### src/rtl/count_history.sv
// Free-running event counter with a circular history of pre-edge count values.
// History entries are individually reset/cleared registers so unwritten slots read 0.

module count_history_entry #(
  parameter int WIDTH = 8
) (
  input  logic             clk,
  input  logic             rst_n,
  input  logic             clr,
  input  logic             we,
  input  logic [WIDTH-1:0] d,
  output logic [WIDTH-1:0] q
);
  always_ff @(posedge clk or negedge rst_n) begin
    if (!rst_n)   q <= '0;
    else if (clr) q <= '0;
    else if (we)  q <= d;
  end
endmodule

module count_history #(
  parameter int               WIDTH     = 8,
  parameter int               DEPTH     = 16,
  parameter logic [WIDTH-1:0] TERMINAL  = {WIDTH{1'b1}},
  parameter bit               STOP_MODE = 1'b0,
  localparam int              AW        = $clog2(DEPTH)
) (
  input  logic             clk,
  input  logic             rst_n,
  input  logic             en,
  input  logic             clr,
  input  logic             freeze,
  input  logic [AW-1:0]    rd_addr,
  output logic [WIDTH-1:0] rd_data,
  output logic [WIDTH-1:0] count,
  output logic [AW-1:0]    wr_ptr,
  output logic             hist_full,
  output logic             count_end,
  output logic             done
);
  logic [DEPTH-1:0][WIDTH-1:0] mem_q;
  logic [AW-1:0]               rd_idx;
  logic                        wr_en;
  logic                        at_term;
  logic                        done_q;

  assign wr_en   = en & ~freeze & ~clr;
  assign at_term = (count == TERMINAL);
  // Age 0 is the slot just behind the write pointer.
  assign rd_idx  = wr_ptr - AW'(1) - rd_addr;
  assign done    = STOP_MODE ? done_q : 1'b0;

  genvar i;
  generate
    for (i = 0; i < DEPTH; i++) begin : g_entry
      count_history_entry #(.WIDTH(WIDTH)) u_entry (
        .clk   (clk),
        .rst_n (rst_n),
        .clr   (clr),
        .we    (wr_en && (wr_ptr == AW'(i))),
        .d     (count),
        .q     (mem_q[i])
      );
    end
  endgenerate

  always_ff @(posedge clk or negedge rst_n) begin
    if (!rst_n) begin
      count     <= '0;
      wr_ptr    <= '0;
      hist_full <= 1'b0;
      count_end <= 1'b0;
      done_q    <= 1'b0;
      rd_data   <= '0;
    end else if (clr) begin
      count     <= '0;
      wr_ptr    <= '0;
      hist_full <= 1'b0;
      count_end <= 1'b0;
      done_q    <= 1'b0;
      rd_data   <= '0;
    end else begin
      count_end <= 1'b0;
      rd_data   <= mem_q[rd_idx];
      if (en) begin
        if (!at_term) begin
          count <= count + WIDTH'(1);
        end else if (!STOP_MODE) begin
          count     <= '0;
          count_end <= 1'b1;
        end else if (!done_q) begin
          done_q    <= 1'b1;
          count_end <= 1'b1;
        end
        if (!freeze) begin
          wr_ptr <= wr_ptr + AW'(1);
          if (wr_ptr == AW'(DEPTH-1)) hist_full <= 1'b1;
        end
      end
    end
  end
endmodule
### config.mk
export PLATFORM = sky130hd
export DESIGN_NAME = count_history
export DESIGN_NICKNAME = d
export VERILOG_FILES = /design/src/rtl/count_history.sv
export SDC_FILE = /design/constraint.sdc
export NUM_CORES = 1
export LEC_CHECK = 0
export ABC_CLOCK_PERIOD_IN_PS = 2500
export CAP_MARGIN = 20
export CORE_ASPECT_RATIO = 1.75
export CORE_MARGIN = 2
export CORE_UTILIZATION = 61
export DETAILED_ROUTE_END_ITERATION = 7
export GPL_TIMING_DRIVEN = 0
export PLACE_DENSITY = 0.85
export SETUP_SLACK_MARGIN = 0.5
export SKIP_CTS_REPAIR_TIMING = 1
export SLEW_MARGIN = 20
export SYNTH_ARGS = -nofsm -noshare
export SYNTH_HDL_FRONTEND = slang
export SYNTH_SLANG_ARGS = --single-unit
### constraint.sdc
create_clock -name clk -period 2.5 [get_ports clk]
set_input_delay 0.625 -clock clk [delete_from_list [all_inputs] [get_ports clk]]
set_output_delay 0.625 -clock clk [all_outputs]
set_load 0.03 [all_outputs]
==> results.md, run 1 <==
- Largest net degree at the start of global routing: around 100
- Worst Path Arrival: about 2.7 ns
- WL met3: approximately 2.3 mm
- Setup WS post-layout: just over 0.08 ns
- Die Wd: 87.91 µm
- Slew Viols, Final: 0
- I/O pin cnt: 32
- CTS Buf Count: 17
- Die height: roughly 150 µm
- CP max stage delay: between 0.6 and 0.7 ns
- Largest delay share family, worst path: adder cells
- CTS clk-pin slew, worst paths: ~0.060 ns
- Footprint of the multi-input gates: between 0.003 and 0.004 mm²
- Netlist Area Pre-Place: approximately 0.0075 mm²
- Post-synth EDFFs: 0
- Routed WL per cell: 25.02 µm
- RR Startpoint: wr_ptr[0]
- H-tree depth: 4
- Wl on met1: 7.334 mm
- CTS max path bufs: 2
- Dpl hpwl: approximately 15 mm
- Reg area: 0.003756 mm²
- Vias in the first global route: roughly 6400
- Crit. End Element: flip-flop
- CP Cell Sequence: ha_4, inv_2, fa_2, buf_8, mux4_2, mux2i_2, o22ai_2
- Syn_nets: 724
- Routability cong.: 0.9809
- Setup TNS: 0 ns
- Slowest-stage cell, CP: fa_2
- Synth unique cells: 39
- Sequential share of the synthesized area: roughly half
- Worst Setup Start Kind: flip-flop
- PD cells: 629.7 mW/mm²
- Cell count after synthesis: ~700
- First-pass GRT wire length: ~35 mm
- Worst clock skew: roughly 0.013 ns
- # fillers: 750
- PortBufs: 30
- Synth warn: 0
- Highest routed layer: met4
- Commonest non-fill, non-tap cell in the layout: dfrtp_1
- Top FF cell, synth: dfrtp_1
- Die area: 0.01326 mm²
- Met2 WL: around 12 mm
- Later-pin clock latency in the skew report: about 0.43 ns
- Slew Limit Headroom: between 50% and 60%
- Share of layout cells above drive strength 1: roughly 15%
- Post-synth ARST share: 100.0%
- Place WS: -0.6987 ns
- Max rail drop VDD: between 0.0005 and 0.0006 V
- Highest net fanout along the worst path: 8
- Core Region: about 0.012 mm²
- Initial drt markers: ~1100
- Minimum clock period: about 2.4 ns
- Area Overhead vs Synth: 18.58%
- Syn avg cell area: 10.65 µm²
- Final Hold Fails: 0
- First-pass DRT Iterations: 8
- Vias: 6477
- R2R depth: 7
- Max cap viols: 0
- Initial antenna violation count: 0
- Reg2reg end: rd_data[5]
- N_diodes: 0
- DRC viols: 0
- Synth area leaders: dfrtp_1 50%, mux4_1 7.7%, nand3_1 6.7%, a21oi_1 5.8%, mux2i_1 5.5%
- DRT Wirelength: around 24 mm
- Worst hold margin: approximately 0.11 ns
- Fmax: between 400 and 500 MHz
- Crit Path Class: flip-flop to flip-flop
- Crit path buf inv count: 2
- WP data required: around 2.8 ns
- CTS Root Cell: clkbuf_16
- Worst Tran Pin Value: approximately 0.75 ns
- Remaining antenna violation count: 0
- Vias/cell: between 6 and 7
- Leak Pwr: about 4.2 nW
- Clock Sinks: 150
- Placement Rows: 53
- Post-synth top area cell: dfrtp_1
- Most frequent cells in the layout: 148 x dfrtp_1, 100 x nand3_1, 94 x nand2_1
- Total Routing Usage GR: between 30% and 40%
- Post-synth top area share: approximately half
- HP Class: primary input to async pin
- Tcrit/Tclk final: a little under 100%
- RSZ-0062 raised after global routing: yes
- TritonCTS clock tree: yes
- Initial Util: between 60% and 70%
- Final setup violation count: 0
- Outcome: finished, final reports clean
- Nets: 781
- FF-to-FF setup slack: 0.08 ns
- Synthesis-stage register bit count: 150
- Congestion Overflow GR: 0
-- stage by stage --
stage	power, mW	std cells	instance area, µm²	utilization (%)
2_1_floorplan	2.764	706	7569	-
3_3_place_gp	2.919	901	8075	67.28
3_5_place_dp	2.937	902	8108	67.55
4_1_cts	5.525	933	8707	72.54
5_1_grt	5.704	940	8912	74.25
6_report	5.612	940	8912	74.25
-- metal layers --
| layer | up-vias | track usage, % |
|---|---|---|
| met1 | 3131 | 42.12 |
| met4 | 0 | 28.15 |
| met5 | - | 0 |
| li1 | 2612 | - |
| met3 | 175 | 7.357 |
| met2 | 559 | 57.80 |
-- worst reg2reg max path, stage by stage, from the launching register on --
cell     delay, ns
dfrtp_2       0.43
ha_4          0.15
inv_2         0.03
fa_2          0.69
buf_8         0.18
mux4_2        0.38
mux2i_2       0.27
o22ai_2       0.13
-- flip-flops by register name, indices dropped and copies added (netlist names) --
signal and cells:
g_entry.u_entry.q 128, hist_full 1, wr_ptr 4, rd_data 8, count_end 1, count 8
-- cell families (layout without fill, tap and decap cells) --
group	Yosys count	after routing	synth area share (%)
AO/OA/AOI/OAI	126	126	9.173
multiplexers	75	75	16.51
other	1	1	0.04989
flip-flops	150	150	49.94
XOR/XNOR	9	9	1.299
adder cells (fa/ha/maj)	9	9	1.598
buffers and inverters	84	153	5.910
AND/OR/NAND/NOR	252	252	15.52
-- worst max path at each step --
stage,startpoint,endpoint,cells past startpoint
after CTS,rd_addr[0],rd_data[5],9
after floorplan,rd_addr[0],rd_data[5],8
final,wr_ptr[0],rd_data[5],7
after global routing,wr_ptr[0],rd_data[5],7
after detailed placement,rd_addr[0],rd_data[1],9
after global placement,rst_n,wr_ptr[0],1
-- cell type report --
| class | count | share of cell area, % |
|---|---|---|
| sequential | 150 | 42.15 |
| buffer | 68 | 4.745 |
| multi-input combinational | 472 | 37.95 |
| tap | 165 | 2.316 |
| clock inverter | 8 | 1.362 |
| clock buffer | 23 | 5.363 |
| timing repair buffer | 38 | 5.307 |
| inverter | 16 | 0.8143 |
-- power by group --
group	leakage, nW	switching (mW)	internal [mW]	total [mW]
Combinational	1.86	0.312	0.197	0.509
Sequential	2.09	0.00783	2.43	2.44
Clock	0.293	1.02	1.64	2.66
-- cells in the mapped netlist, types with 4 or more instances --
| master | instances |
|---|---|
| dfrtp_1 | 150 |
| nand3_1 | 100 |
| nand2_1 | 95 |
| a21oi_1 | 87 |
| mux2i_1 | 41 |
| nor2_1 | 36 |
| clkbuf_1 | 25 |
| buf_2 | 22 |
| mux4_1 | 22 |
| o21ai_0 | 19 |
| inv_1 | 15 |
| mux4_2 | 10 |
| a22o_1 | 8 |
| ha_1 | 8 |
| o22ai_1 | 8 |
| buf_1 | 6 |
| buf_4 | 6 |
| buf_6 | 6 |
| xnor2_1 | 6 |
| and3_1 | 4 |
| and4bb_1 | 4 |
Note: power is estimated with default switching activity, not from simulation.
==> run 2, diff against run 1 <==
--- a/config.mk
+++ b/config.mk
@@ -5,6 +5,7 @@
 export SDC_FILE = /design/constraint.sdc
 export NUM_CORES = 1
 export LEC_CHECK = 0
+export ABC_AREA = 1
 export ABC_CLOCK_PERIOD_IN_PS = 2500
 export CAP_MARGIN = 20
 export CORE_ASPECT_RATIO = 1.75
==> results.md, run 2 <==
- Post-synth ARST share: 100.0% (unchanged)
- Largest net degree at the start of global routing: 103 (+2.0%)
- Die area: 0.01316 mm² (-0.74%)
- Routability cong.: 0.9495 (-3.2%)
- Post-Synth Simple-Gate Area: 27.50% (+12 points)
- CTS clk-pin slew, worst paths: 0.06 ns (about the same)
- TritonCTS clock tree: yes
- Largest delay share family, worst path: adder cells
- Adder-cell share of the synthesized area: 1.610% (+0.012 points)
- Top-count cell post-synth: nand2_1
- Crit Path Class: primary input to flip-flop
- Max rail drop VDD: 0.0004661 V (-11%)
- Met1 GRT Util: 40.55% (-1.6 points)
- Die Wd: 87.59 µm (-0.37%)
- Dpl hpwl: 14.43 mm (-5.4%)
- Commonest non-fill, non-tap cell in the layout: nand2_1
- Place WS: -0.4944 ns (+0.2043 ns)
- Syn avg cell area: 7.785 µm² (-27%)
- Leak Pwr: 4.342 nW (+2.4%)
- Largest Register: g_entry.u_entry.q
- RSZ-0062 raised after global routing: yes
- Syn_nets: 976 (+35%)
- Worst clock skew: 0.01140 ns (-0.001623 ns)
- H-tree depth: 4 (unchanged)
- Total Routing Usage GR: 33.62% (-2.6 points)
- Synth area leaders: dfrtp_1 50%, nand2_1 17%, nand3_1 6.5%, o21ai_0 5.6%, inv_1 4.7%
- Mux cell area share after synthesis: 0% (-17 points)
- Initial drt markers: 627 (-41%)
- Clock Sinks: 150 (unchanged)
- Slew Viols, Final: 0 (unchanged)
- CTS Root Cell: clkbuf_16
- Compound-gate portion of the synthesized area: 12.21% (+3.0 points)
- Max FFs per register: 128 (unchanged)
- Die height: 150.3 µm (-0.37%)
- Setup WS post-layout: 0.3325 ns (+0.2496 ns)
- CP dominant cell by count: nand2_1
- Netlist Area Pre-Place: 0.007458 mm² (-0.77%)
- Share of layout cells above drive strength 1: 13.51% (-1.5 points)
- Initial antenna violation count: 0 (unchanged)
- Vias: 6779 (+4.7%)
- Remaining antenna violation count: 0 (unchanged)
- Vias in the first global route: 6235 (-2.3%)
- Congestion Overflow GR: 0 (unchanged)
- Sequential share of the synthesized area: 50.33% (+0.39 points)
- PD cells: 649.7 mW/mm² (+3.2%)
- Crit path buf inv count: 6 (+4)
- Placement Rows: 53 (unchanged)
- Most frequent cells in the layout: 340 x nand2_1, 148 x dfrtp_1, 89 x inv_1
- Cell count after synthesis: 958 (+36%)
- Initial Util: 62.14% (-0.48 points)
- First-pass GRT wire length: 32.85 mm (-5.8%)
- DRC viols: 0 (unchanged)
- Synthesis-stage register bit count: 150 (unchanged)
- Largest family of logic cells by synthesized area: simple AND/OR/NAND/NOR gates
- Synth unique cells: 34 (-13%)
- N_diodes: 0 (unchanged)
- Routed WL per cell: 18.06 µm (-28%)
- WP data required: 2.85 ns (+0.07 ns)
- Final setup violation count: 0 (unchanged)
- Reg area: 0.003756 mm² (unchanged)
- Gr busiest metal: met2
- Core Region: 0.01200 mm² (unchanged)
- CP Cell Sequence: dlymetal6s2s_1, inv_12, ha_4, inv_2, fa_2, buf_8, inv_8, buf_8, nand3_1, nand2_1, nand2_1, nand2_1, nand2_1, nand2_1, nor2_1
- CTS max path bufs: 2 (unchanged)
- Synth warn: 0 (unchanged)
- Highest net fanout along the worst path: 7 (-1)
- I/O pin cnt: 32 (unchanged)
- Worst Tran Pin Value: 0.7087 ns (-0.03654 ns)
- Post-synth EDFFs: 0 (unchanged)
- Biggest regs: g_entry.u_entry.q x128, count x8, rd_data x8
- Worst Path Arrival: 2.52 ns (-0.17 ns)
- Footprint of the multi-input gates: 0.003232 mm² (-4.4%)
- GR Layer Usage met2: 52.95% (-4.8 points)
- Post-synthesis xor/xnor area fraction: 0.3355% (-0.96 points)
- DRT Wirelength: 21.56 mm (-8.3%)
- First-pass DRT Iterations: 5 (-3)
- Nets: 1034 (+32%)
- Slowest-stage cell, CP: fa_2
- Outcome: finished, final reports clean
- # fillers: 829 (+11%)
- Later-pin clock latency in the skew report: 0.44 ns (about the same)
- Slew Limit Headroom: 52.70% (+2.4 points)
- Top FF cell, synth: dfrtp_1
- Max cap viols: 0 (unchanged)
- Design area: 0.008952 mm² (+0.45%)
- CP max stage delay: 0.54 ns (-0.15 ns)
- PortBufs: 28 (-6.7%)
- Area Overhead vs Synth: 20.03%
- Tcrit/Tclk final: 86.70% (-10 points)
- Post-Route Utilization: 74.59% (+0.33 points)
- Placed inst area: 0.008102 mm² (about the same)
- Post-synth top area share: 50.33% (+0.39 points)
- HP Class: primary input to async pin
- Final Hold Fails: 0 (unchanged)
- Minimum clock period: 2.168 ns (-0.2496 ns)
- Worst hold margin: 0.08054 ns (-0.02791 ns)
- Vias/cell: 5.678 (-18%)
- CTS Buf Count: 17 (unchanged)
- Fmax: 461.4 MHz (+12%)
- Post-synth top cells: 344 x nand2_1, 150 x dfrtp_1, 97 x nand3_1, 93 x inv_1, 83 x o21ai_0
- Worst Setup Start Kind: primary input
- GR Util met3: 5.647% (-1.7 points)
- Post-synth top area cell: dfrtp_1
- Crit. End Element: flip-flop
==> run 2: cells by family after synthesis <==
kind of cell | Yosys count
AND/OR/NAND/NOR | 490
AO/OA/AOI/OAI | 160
flip-flops | 150
buffers and inverters | 146
adder cells (fa/ha/maj) | 9
XOR/XNOR | 2
other | 1
==> run 2: path summary, 6_finish.rpt <==
path                            startpoint                  endpoint  slack, ns  depth (start not counted)
min in group clk                 hist_full                 hist_full       0.48                          2
worst max register to register   wr_ptr[0]                rd_data[0]       0.34                         13
worst min-delay path                 rst_n                 count_end       0.08                          1
worst min register to register   hist_full                 hist_full       0.48                          2
max in group asynchronous            rst_n  g_entry[15].u_entry.q[4]       1.56                          2
worst max-delay path            rd_addr[0]                rd_data[0]       0.33                         15
==> run 2: power breakdown <==
| group | total [mW] | internal [mW] | switching [mW] |
|---|---|---|---|
| combinational | 0.907 | 0.312 | 0.595 |
| clock | 2.41 | 1.30 | 1.11 |
| sequential | 2.50 | 2.47 | 0.0275 |
| total | 5.82 | 4.08 | 1.73 |
==> run 2: cell type report <==
type | instances | area share, %
timing repair buffer | 39 | 5.632
clock buffer | 18 | 4.794
multi-input combinational | 662 | 36.10
buffer | 47 | 3.424
inverter | 99 | 4.458
tap | 165 | 2.306
clock inverter | 14 | 1.328
sequential | 150 | 41.96
==> run 2: stage by stage <==
| stage | total power [mW] | setup TNS (ns) | std cells |
|---|---|---|---|
| after floorplan | 3.060 | 0 | 958 |
| after global placement | 3.337 | -764.02 | 1151 |
| after detailed placement | 3.347 | -5.186 | 1152 |
| after CTS | 5.708 | -0.3059 | 1184 |
| after global routing | 5.989 | 0 | 1194 |
| final | 5.816 | 0 | 1194 |
==> run 2: per-layer routing <==
| layer | part of all wire (%) | wire, µm |
|---|---|---|
| met1 | 37 | 7924 |
| met3 | 5.8 | 1246 |
| met4 | 8.0 | 1732 |
| met2 | 49 | 10660 |
| met5 | 0 | 0 |
==> run 3, diff against run 2 <==
--- a/config.mk
+++ b/config.mk
@@ -9,7 +9,7 @@
 export ABC_CLOCK_PERIOD_IN_PS = 2500
 export CAP_MARGIN = 20
 export CORE_ASPECT_RATIO = 1.75
-export CORE_MARGIN = 2
+export CORE_MARGIN = 8
 export CORE_UTILIZATION = 61
 export DETAILED_ROUTE_END_ITERATION = 7
 export GPL_TIMING_DRIVEN = 0
==> results.md, run 3 (synthesized netlist as in run 2, its figures left out) <==
- Congestion Overflow GR: 0 (unchanged)
- R2R depth: 13 (unchanged)
- Crit Path Class: flip-flop to flip-flop
- N_diodes: 0 (unchanged)
- Biggest regs: g_entry.u_entry.q x128, count x8, rd_data x8
- Commonest non-fill, non-tap cell in the layout: nand2_1
- Highest net fanout along the worst path: 7 (unchanged)
- Max cap viols: 0 (unchanged)
- Total Routing Usage GR: 27.07% (-6.5 points)
- Tcrit/Tclk final: 90.39% (+3.7 points)
- Worst clock skew: 0.01411 ns (+0.002702 ns)
- CTS Buf Count: 17 (unchanged)
- Outcome: finished, final reports clean
- Post-Route Utilization: 76.69% (+2.1 points)
- First-pass GRT wire length: 33.40 mm (+1.7%)
- Most frequent cells in the layout: 323 x nand2_1, 148 x dfrtp_1, 89 x inv_1
- Die area: 0.01616 mm² (+23%)
- CP dominant cell by count: nand2_1
- Worst Tran Pin Value: 0.7667 ns (+0.05796 ns)
- DRT Wirelength: 22.77 mm (+5.6%)
- Initial drt markers: 743 (+19%)
- H-tree depth: 4 (unchanged)
- CTS clk-pin slew, worst paths: 0.06 ns (about the same)
- Initial antenna violation count: 0 (unchanged)
- RR Startpoint: wr_ptr[0]
- Setup WS post-layout: 0.2402 ns (-0.09225 ns)
- Die height: 162.3 µm (+8.0%)
- Setup TNS: 0 ns (unchanged)
- Dpl cells: 1152 (unchanged)
- Dpl hpwl: 14.50 mm (+0.47%)
- Routed WL per cell: 19.02 µm (+5.4%)
- Largest net degree at the start of global routing: 80 (-22%)
- RSZ-0062 raised after global routing: yes
- Max FFs per register: 128 (unchanged)
- Vias/cell: 5.818 (+2.5%)
- Vias in the first global route: 6487 (+4.0%)
- Place WS: -0.5029 ns (-0.008499 ns)
- Initial Util: 62.14% (unchanged)
- Final Hold Fails: 0 (unchanged)
- Area Overhead vs Synth: 23.42%
- CP Cell Sequence: ha_4, inv_2, fa_2, buf_12, clkinv_8, clkbuf_16, nand3_2, nand2_1, nand2_1, nand2_1, nand2_1, nand2_1, nor2_2
- Crit path buf inv count: 4 (-2)
- Slowest-stage cell, CP: fa_2
- WP data required: 2.86 ns (about the same)
- CTS max path bufs: 2 (unchanged)
- Core Region: 0.01200 mm² (unchanged)
- Slew Viols, Final: 0 (unchanged)
- CTS Root Cell: clkbuf_16
- HP Class: primary input to async pin
- Routability cong.: 0.9726 (+2.4%)
- Finished Layout Cells: 1197 (+0.25%)
- Leak Pwr: 4.434 nW (+2.1%)
- Fmax: 442.5 MHz (-4.1%)
- Share of layout cells above drive strength 1: 16.76% (+3.3 points)
- Die Wd: 99.59 µm (+14%)
- Clock Sinks: 150 (unchanged)
- Final setup violation count: 0 (unchanged)
- DRC viols: 0 (unchanged)
- Placement Rows: 53 (unchanged)
- Remaining antenna violation count: 0 (unchanged)
- Nets: 1037 (+0.29%)
- I/O pin cnt: 32 (unchanged)
- FF-to-FF setup slack: 0.24 ns (-0.10 ns)
- Minimum clock period: 2.260 ns (+0.09225 ns)
- CP max stage delay: 0.55 ns (about the same)
- Crit. End Element: flip-flop
- Slew Limit Headroom: 48.83% (-3.9 points)
- Largest delay share family, worst path: adder cells
- Max rail drop VDD: 0.0005459 V (+17%)
- Worst Path Arrival: 2.62 ns (+0.10 ns)
- PortBufs: 28 (unchanged)
- Later-pin clock latency in the skew report: 0.43 ns (about the same)
- Largest Register: g_entry.u_entry.q
- Worst Setup Start Kind: flip-flop
- TritonCTS clock tree: yes
- PD cells: 655.1 mW/mm² (+0.83%)
- Reg2reg end: rd_data[2]
- Vias: 6964 (+2.7%)
- First-pass DRT Iterations: 5 (unchanged)
==> run 3: cell count changes in the layout (fill, tap and decap cells not counted), moves of 2 or more <==
| cell | delta |
|---|---|
| inv_8 | -2 |
| clkinv_2 | -2 |
| buf_12 | +5 |
| nand2_2 | +16 |
| nand2_1 | -17 |
| nand3_1 | -10 |
| buf_8 | -2 |
| nand3_4 | +6 |
| clkbuf_2 | +2 |
| nand3_2 | +4 |
==> run 3: per-layer routing <==
layer	vias to the layer above	routed length, µm	track usage (%)
met5	-	0	0
met2	403	11090	45.63
met1	3273	8287	29.87
met3	118	1636	4.844
met4	0	1758	19.67
li1	3170	-	-
==> run 3: worst max path at each step <==
| stage | cells past startpoint | endpoint | slack (ns) | startpoint |
|---|---|---|---|---|
| 3_3_place_gp | 1 | wr_ptr[0] | -5.64 | rst_n |
| 4_1_cts | 13 | rd_data[6] | -0.08 | rd_addr[0] |
| 3_5_place_dp | 14 | rd_data[3] | -0.50 | rd_addr[0] |
| 5_1_grt | 13 | rd_data[6] | 0.17 | wr_ptr[0] |
| 2_1_floorplan | 14 | rd_data[3] | 0.41 | rd_addr[0] |
| 6_report | 13 | rd_data[2] | 0.24 | wr_ptr[0] |
==> run 3: worst register-to-register path, delay by kind of cell (launching register included) <==
family                     cells  cell delay, ns
DFF                            1            0.46
buffers and inverters          4            0.44
adders and majority gates      2            0.72
and+or+nand+nor                7            0.57
==> run 3: per-stage QoR <==
stage                     hold slack (ns)  instance area [µm²]  total power [mW]
after global placement             0.4708                 8069             3.342
after global routing               0.1826                 9205             6.200
after floorplan                    0.3294                 7582             3.060
after CTS                          0.1676                 8681             5.832
after detailed placement           0.4658                 8102             3.352
final                              0.1349                 9205             6.030
==> run 3: final cells by class <==
class	instances	area [µm²]
clock buffers	19	442.9
fillers	783	2798
flip-flops and latches	150	3756
plain buffers	47	324.1
well taps	165	206.4
repair buffers	42	551.8
multi-input cells	662	3383
clock inverters	13	136.4
inverters	99	404.1
==> run 3: power by group <==
part	switching (mW)	internal (mW)	total (mW)
sequential	0.0284	2.47	2.50
clock	1.10	1.43	2.52
combinational	0.644	0.360	1.00
total	1.77	4.26	6.03
